File: config.mk
export PLATFORM = sky130hd
export DESIGN_NAME = ttl74x491_modn_counter
export DESIGN_NICKNAME = d
export VERILOG_FILES = /design/src/rtl/ttl74x491_modn_counter.sv
export SDC_FILE = /design/constraint.sdc
export NUM_CORES = 1
export LEC_CHECK = 0
export CORE_MARGIN = 4
export CORE_UTILIZATION = 52
export CTS_CLUSTER_SIZE = 25
export DETAILED_ROUTE_END_ITERATION = 16
export PLACE_DENSITY_LB_ADDON = 0.25
export SETUP_SLACK_MARGIN = 0.2
export SYNTH_ARGS = -nofsm -noshare
export SYNTH_HDL_FRONTEND = slang
export SYNTH_SLANG_ARGS = --single-unit
File: constraint.sdc
create_clock -name clk -period 4.5 [get_ports clk]
set_input_delay 0.45 -clock clk [delete_from_list [all_inputs] [get_ports clk]]
set_output_delay 0.45 -clock clk [all_outputs]
set_load 0.01 [all_outputs]
File: src/rtl/ttl74x491_modn_counter.sv
// ---------------------------------------------------------------------------
// ttl74x491_modn_counter
//
// Bidirectional binary counter with a programmable modulus. It is the
// drop-in successor for discrete up/down counter chips in the TTL-replacement
// library.
//
// Counting behaviour:
//   - Counting up, the counter runs 0..LIMIT and then wraps to 0.
//   - Counting down, it runs LIMIT..0 and then wraps to LIMIT.
//   - Each wrap produces a one-cycle registered WRAP pulse and sets the
//     sticky OVF flag.
//   - Stages cascade by feeding one stage's RCO_n into the next stage's CET_n.
//
// Optional build macro: TTL491_PRESCALE_EN
//   - When defined, an internal prescaler divides the enabled clocks.
//   - The counter then steps once every PRESCALE enabled clocks.
//   - When undefined, the counter steps on every enabled clock and the
//     PRESCALE parameter has no effect.
//
// Parameters
//   DATA_WIDTH  counter / limit / data width in bits (>= 2)
//   PRESCALE    enabled clocks per count step when prescaling (>= 2)
//
// Ports
//   clk       in   rising-edge clock
//   RST_n     in   asynchronous active-low reset
//   SET       in   synchronous set, Q <= all ones (highest priority)
//   LD_n      in   synchronous load, active low, Q <= D
//   LIM_LD_n  in   synchronous limit load, active low, LIMIT <= D
//   CNT_n     in   count enable, active low
//   CET_n     in   cascade enable in, active low
//   UP_n      in   direction, 0 = up, 1 = down
//   OVF_CLR   in   synchronous clear of OVF
//   D         in   parallel data for LD_n / LIM_LD_n
//   Q         out  counter value
//   LIMIT     out  current limit register
//   TC        out  terminal count (combinational)
//   RCO_n     out  ripple carry out, active low (combinational)
//   WRAP      out  one-cycle pulse in the cycle after a wrapping step
//   OVF       out  sticky wrap flag
// ---------------------------------------------------------------------------
module ttl74x491_modn_counter #(
    parameter int DATA_WIDTH = 10,
    parameter int PRESCALE   = 4
) (
    input  logic                  clk,
    input  logic                  RST_n,
    input  logic                  SET,
    input  logic                  LD_n,
    input  logic                  LIM_LD_n,
    input  logic                  CNT_n,
    input  logic                  CET_n,
    input  logic                  UP_n,
    input  logic                  OVF_CLR,
    input  logic [DATA_WIDTH-1:0] D,
    output logic [DATA_WIDTH-1:0] Q,
    output logic [DATA_WIDTH-1:0] LIMIT,
    output logic                  TC,
    output logic                  RCO_n,
    output logic                  WRAP,
    output logic                  OVF
);

    localparam logic [DATA_WIDTH-1:0] ZERO     = '0;
    localparam logic [DATA_WIDTH-1:0] ONE      = {{(DATA_WIDTH-1){1'b0}}, 1'b1};
    localparam logic [DATA_WIDTH-1:0] ALL_ONES = '1;

    logic [DATA_WIDTH-1:0] q_reg;
    logic [DATA_WIDTH-1:0] q_next;
    logic [DATA_WIDTH-1:0] lim_reg;
    logic [DATA_WIDTH-1:0] lim_next;
    logic                  wrap_reg;
    logic                  wrap_next;
    logic                  ovf_reg;
    logic                  ovf_next;

    // Raw enable from the two active-low enable pins.
    logic cnt_en;

    // Qualified enable: the clock on which a count step is actually allowed.
    logic step_en;

    // Terminal count of the current value in the current direction.
    logic at_term;

    // A load or set this edge overrides any count step.
    logic load_override;

    assign cnt_en        = ~CNT_n & ~CET_n;
    assign load_override = SET | ~LD_n;

    // Counting up, any value at or above the limit is terminal. This makes a
    // value loaded above the limit wrap to 0 on the next up step.
    assign at_term = UP_n ? (q_reg == ZERO) : (q_reg >= lim_reg);

`ifdef TTL491_PRESCALE_EN
    // -----------------------------------------------------------------------
    // Prescaler
    //   - Advances only while the raw enable is active.
    //   - The counter steps on the terminal prescaler phase.
    //   - A set or load restarts the phase so the next step is a full
    //     PRESCALE clocks away.
    // -----------------------------------------------------------------------
    localparam int PW = (PRESCALE > 1) ? $clog2(PRESCALE) : 1;
    localparam logic [PW-1:0] PRESC_LAST = PW'(PRESCALE - 1);
    localparam logic [PW-1:0] PRESC_ONE  = {{(PW-1){1'b0}}, 1'b1};

    logic [PW-1:0] presc_reg;
    logic [PW-1:0] presc_next;

    assign step_en = cnt_en & (presc_reg == PRESC_LAST);

    always_comb begin
        presc_next = presc_reg;
        if (load_override) begin
            presc_next = '0;
        end else if (cnt_en) begin
            presc_next = step_en ? '0 : (presc_reg + PRESC_ONE);
        end
    end

    always_ff @(posedge clk or negedge RST_n) begin
        if (!RST_n) begin
            presc_reg <= '0;
        end else begin
            presc_reg <= presc_next;
        end
    end
`else
    // No prescaler: step on every enabled clock. PRESCALE is folded into a
    // deliberately unused net so the parameter stays referenced.
    logic unused_prescale;

    assign unused_prescale = ^PRESCALE;
    assign step_en         = cnt_en;
`endif

    // -----------------------------------------------------------------------
    // Counter next state
    //   Priority: SET > LD_n > count step > hold.
    //   The limit register updates independently of this chain, so a limit
    //   load on the same edge as a step still compares against the old limit.
    // -----------------------------------------------------------------------
    always_comb begin
        q_next    = q_reg;
        wrap_next = 1'b0;

        if (SET) begin
            q_next = ALL_ONES;
        end else if (!LD_n) begin
            q_next = D;
        end else if (step_en) begin
            if (!UP_n) begin
                if (q_reg >= lim_reg) begin
                    q_next    = ZERO;
                    wrap_next = 1'b1;
                end else begin
                    q_next = q_reg + ONE;
                end
            end else begin
                if (q_reg == ZERO) begin
                    q_next    = lim_reg;
                    wrap_next = 1'b1;
                end else begin
                    // A value above the limit simply counts down towards it.
                    q_next = q_reg - ONE;
                end
            end
        end
    end

    assign lim_next = LIM_LD_n ? lim_reg : D;

    // A wrap on the same edge as OVF_CLR leaves OVF set, so no wrap event is
    // ever lost by a coincident clear.
    always_comb begin
        ovf_next = ovf_reg;
        if (wrap_next) begin
            ovf_next = 1'b1;
        end else if (OVF_CLR) begin
            ovf_next = 1'b0;
        end
    end

    // -----------------------------------------------------------------------
    // State registers
    // -----------------------------------------------------------------------
    always_ff @(posedge clk or negedge RST_n) begin
        if (!RST_n) begin
            q_reg    <= ZERO;
            lim_reg  <= ALL_ONES;
            wrap_reg <= 1'b0;
            ovf_reg  <= 1'b0;
        end else begin
            q_reg    <= q_next;
            lim_reg  <= lim_next;
            wrap_reg <= wrap_next;
            ovf_reg  <= ovf_next;
        end
    end

    // -----------------------------------------------------------------------
    // Outputs
    //   TC and RCO_n are combinational so that a cascade of stages resolves
    //   within one clock period.
    // -----------------------------------------------------------------------
    assign Q     = q_reg;
    assign LIMIT = lim_reg;
    assign WRAP  = wrap_reg;
    assign OVF   = ovf_reg;
    assign TC    = at_term;
    assign RCO_n = ~(at_term & step_en);

endmodule

==> metrics.cfg <==
[floorplanning]
rows = 20
start_util = 0.538
die-area_um2 = 4090
core-area_um2 = 3030
chipWidth_um = 64.0
die_h_um = 64.0
io-pin-count = 43

[worst_hold_path]
hp-start = OVF
holdPathEnd = OVF
hold_depth = 1
hp-class = flip-flop to flip-flop

[timing]
post-route-period-util = 0.760
setup-tns-final_ns = 0
worstMarginPinSlew_ns = 1.03
hold_viol = 0
clock_skew_ns = 0.00516
drv_slew = 0
setup_viol = 0
max_freq_mhz = 292
setup_slack_ns = 1.08
rsz0062_at_grt = no
max-slew-margin-rel = 0.314
period_needed_ns = 3.42

[route]
drtIter0Drc = 77
drt-wirelength-per-cell_um = 16.2
via_per_inst = 5.70
wirelength_um = 4280
ant_nets = 0
first_pass_iters = 4
drc_errors = 0
dr_total_vias = 1504

[synth]
synth_warnings = 0
yosysTopAreaCell = dfrtp_1
synth_seq_cells = 22
synth_edf_count = 0
yosys_most_used_dff = dfrtp_1
yosysTopAreaCellShare = 0.184
synth_nets = 214
synth_seq_area_share = 0.346
syn_avg_cell_area_um2 = 8.90
syn_area_um2 = 1630
synth.distinct_cells = 42
synthArstFlopShare = 1.00
synth_common_cells = 22 x nand2_1, 14 x inv_1, 12 x a31oi_1, 12 x dfrtp_1, 12 x ha_1
yosysMostFrequentCell = nand2_1
ys_top_cells_by_area = dfrtp_1 18%, dfstp_2 16%, ha_1 9.2%
synthCells = 183

[power]
clkPwrFrac = 0.204
p_sw_frac = 0.331
p_int_mw = 0.371
pwr-share-seq = 0.458
power_frac_comb = 0.338
power.density_nw_per_um2 = 263
vdd_drop_max_mv = 0.208
p_leak_nw = 0.852
p_sw_mw = 0.183

[global_route]
grt_util_all_layers = 0.222
grt_max_degree = 23
grt_pass1_vias = 1507
antenna_found_initial = 0
gr-total-overflow = 0
grt_pass1_wl_um = 7280

[place]
hpwl_um = 3150
pre_cts_ws_ns = 1.48
postPlaceCellArea_um2 = 2070
io_buffers = 42
gp_congestion = 0.920

[critical_path]
r2r-start = Q[0]
required_ns = 4.05
critPathLaunchType = flip-flop
path_max_fanout = 10
worstReg2RegEnd = Q[0]
r2r_slack_ns = 2.08
critPathKind = flip-flop to output pin
r2r_cells = 8
arrival_ns = 2.97
cp-end-kind = output pin

[clock_network]
cts_tree = yes
hold_buffers = 0
ctsLongestPathBuffers = 2
clock_latency_ns = 0.31
htreeDepth = 1
post-cts-setup-buffers = 0
path_clk_slew_ns = 0.13
clock-sinks = 22
post_cts_resized = 0
numCtsBuffers = 3
cts-root-buf = clkbuf_4

[layout]
syn2layout_area_growth_pct = 29.2
drive_above_1_share = 0.136
nets = 252
final_area_um2 = 2100
ff_latch_area_um2 = 563
diodes = 0
nFillCells = 259
multi_input_area_um2 = 962

[outcome]
status = complete, no violations

[run]
maxCapViolCount = 0

[flip-flops by register name, summed over array words and instances (netlist names)]
name,cells
OVF,1
LIMIT,10
Q,10
WRAP,1
[worst max-delay path, stage by stage, from the launching register on]
cell and delay, ns:
dfrtp_1 0.49, inv_1 0.14, ha_1 0.23, nor4b_1 0.49
nand3b_1 0.41, a21oi_1 0.32, clkdlybuf4s50_1 0.58
[power groups by stage]
stage,Clock (mW),Sequential (mW),Combinational [mW]
2_1_floorplan,0,0.249,0.108
5_1_grt,0.128,0.258,0.206
4_1_cts,0.118,0.253,0.188
3_3_place_gp,0,0.255,0.184
6_report,0.113,0.254,0.187
3_5_place_dp,0,0.256,0.187
[how the worst max path moves through the flow]
stage	startpoint	endpoint	slack, ns
2_1_floorplan	Q[0]	RCO_n	2.00
3_3_place_gp	Q[0]	RCO_n	1.60
3_5_place_dp	Q[0]	TC	1.48
4_1_cts	Q[0]	TC	1.11
5_1_grt	Q[0]	RCO_n	0.89
6_report	Q[0]	TC	1.08
[layout by cell type (no fill, tap or decap), types with 3 or more instances in the layout]
| cell type | synthesis | layout |
|---|---|---|
| clkdlybuf4s50_1 | 0 | 42 |
| nand2_1 | 22 | 22 |
| inv_1 | 14 | 14 |
| dfrtp_1 | 12 | 12 |
| a31oi_1 | 12 | 12 |
| ha_1 | 12 | 12 |
| nor2_1 | 11 | 11 |
| dfstp_2 | 10 | 10 |
| mux2_2 | 10 | 10 |
| o22ai_1 | 10 | 10 |
| xnor2_1 | 7 | 7 |
| nand3_1 | 6 | 6 |
| o21ai_0 | 6 | 6 |
| a21oi_1 | 4 | 4 |
| o211ai_1 | 4 | 4 |
| xor2_1 | 4 | 4 |
| clkbuf_4 | 0 | 3 |
[area by class of cell]
class | instances | share of cell area
Sequential cell | 22 | 0.268
Timing Repair Buffer | 44 | 0.207
Clock buffer | 4 | 0.0172
Multi-Input combinational cell | 136 | 0.457
Inverter | 14 | 0.0250
Tap cell | 44 | 0.0262
[layer usage]
layer	routed length [µm]	track usage	part of all wire	vias up
li1	-	-	-	739
met1	2020	0.305	0.47	713
met2	1990	0.356	0.46	46
met3	231	0.0457	0.054	6
met4	31	0.0512	0.0073	0
met5	0	0	0	-
[through the flow]
stage	hold WS, ns	std cells	util	total power, mW
2_1_floorplan	0.154	183	-	0.357
3_3_place_gp	0.465	260	0.683	0.439
3_5_place_dp	0.492	260	0.683	0.443
4_1_cts	0.527	264	0.695	0.559
5_1_grt	0.554	264	0.695	0.593
6_report	0.517	264	0.695	0.554
[cell families after synthesis]
logic type,count (synthesis),synth area share
and+or+nand+nor,56,0.180
muxes,11,0.0753
AOI/OAI and AO/OA,46,0.184
DFF,22,0.346
xor gates and xnor gates,11,0.0591
buffers and inverters,25,0.0637
adders and majority gates,12,0.0922
Power figures use the tool's default switching activity.
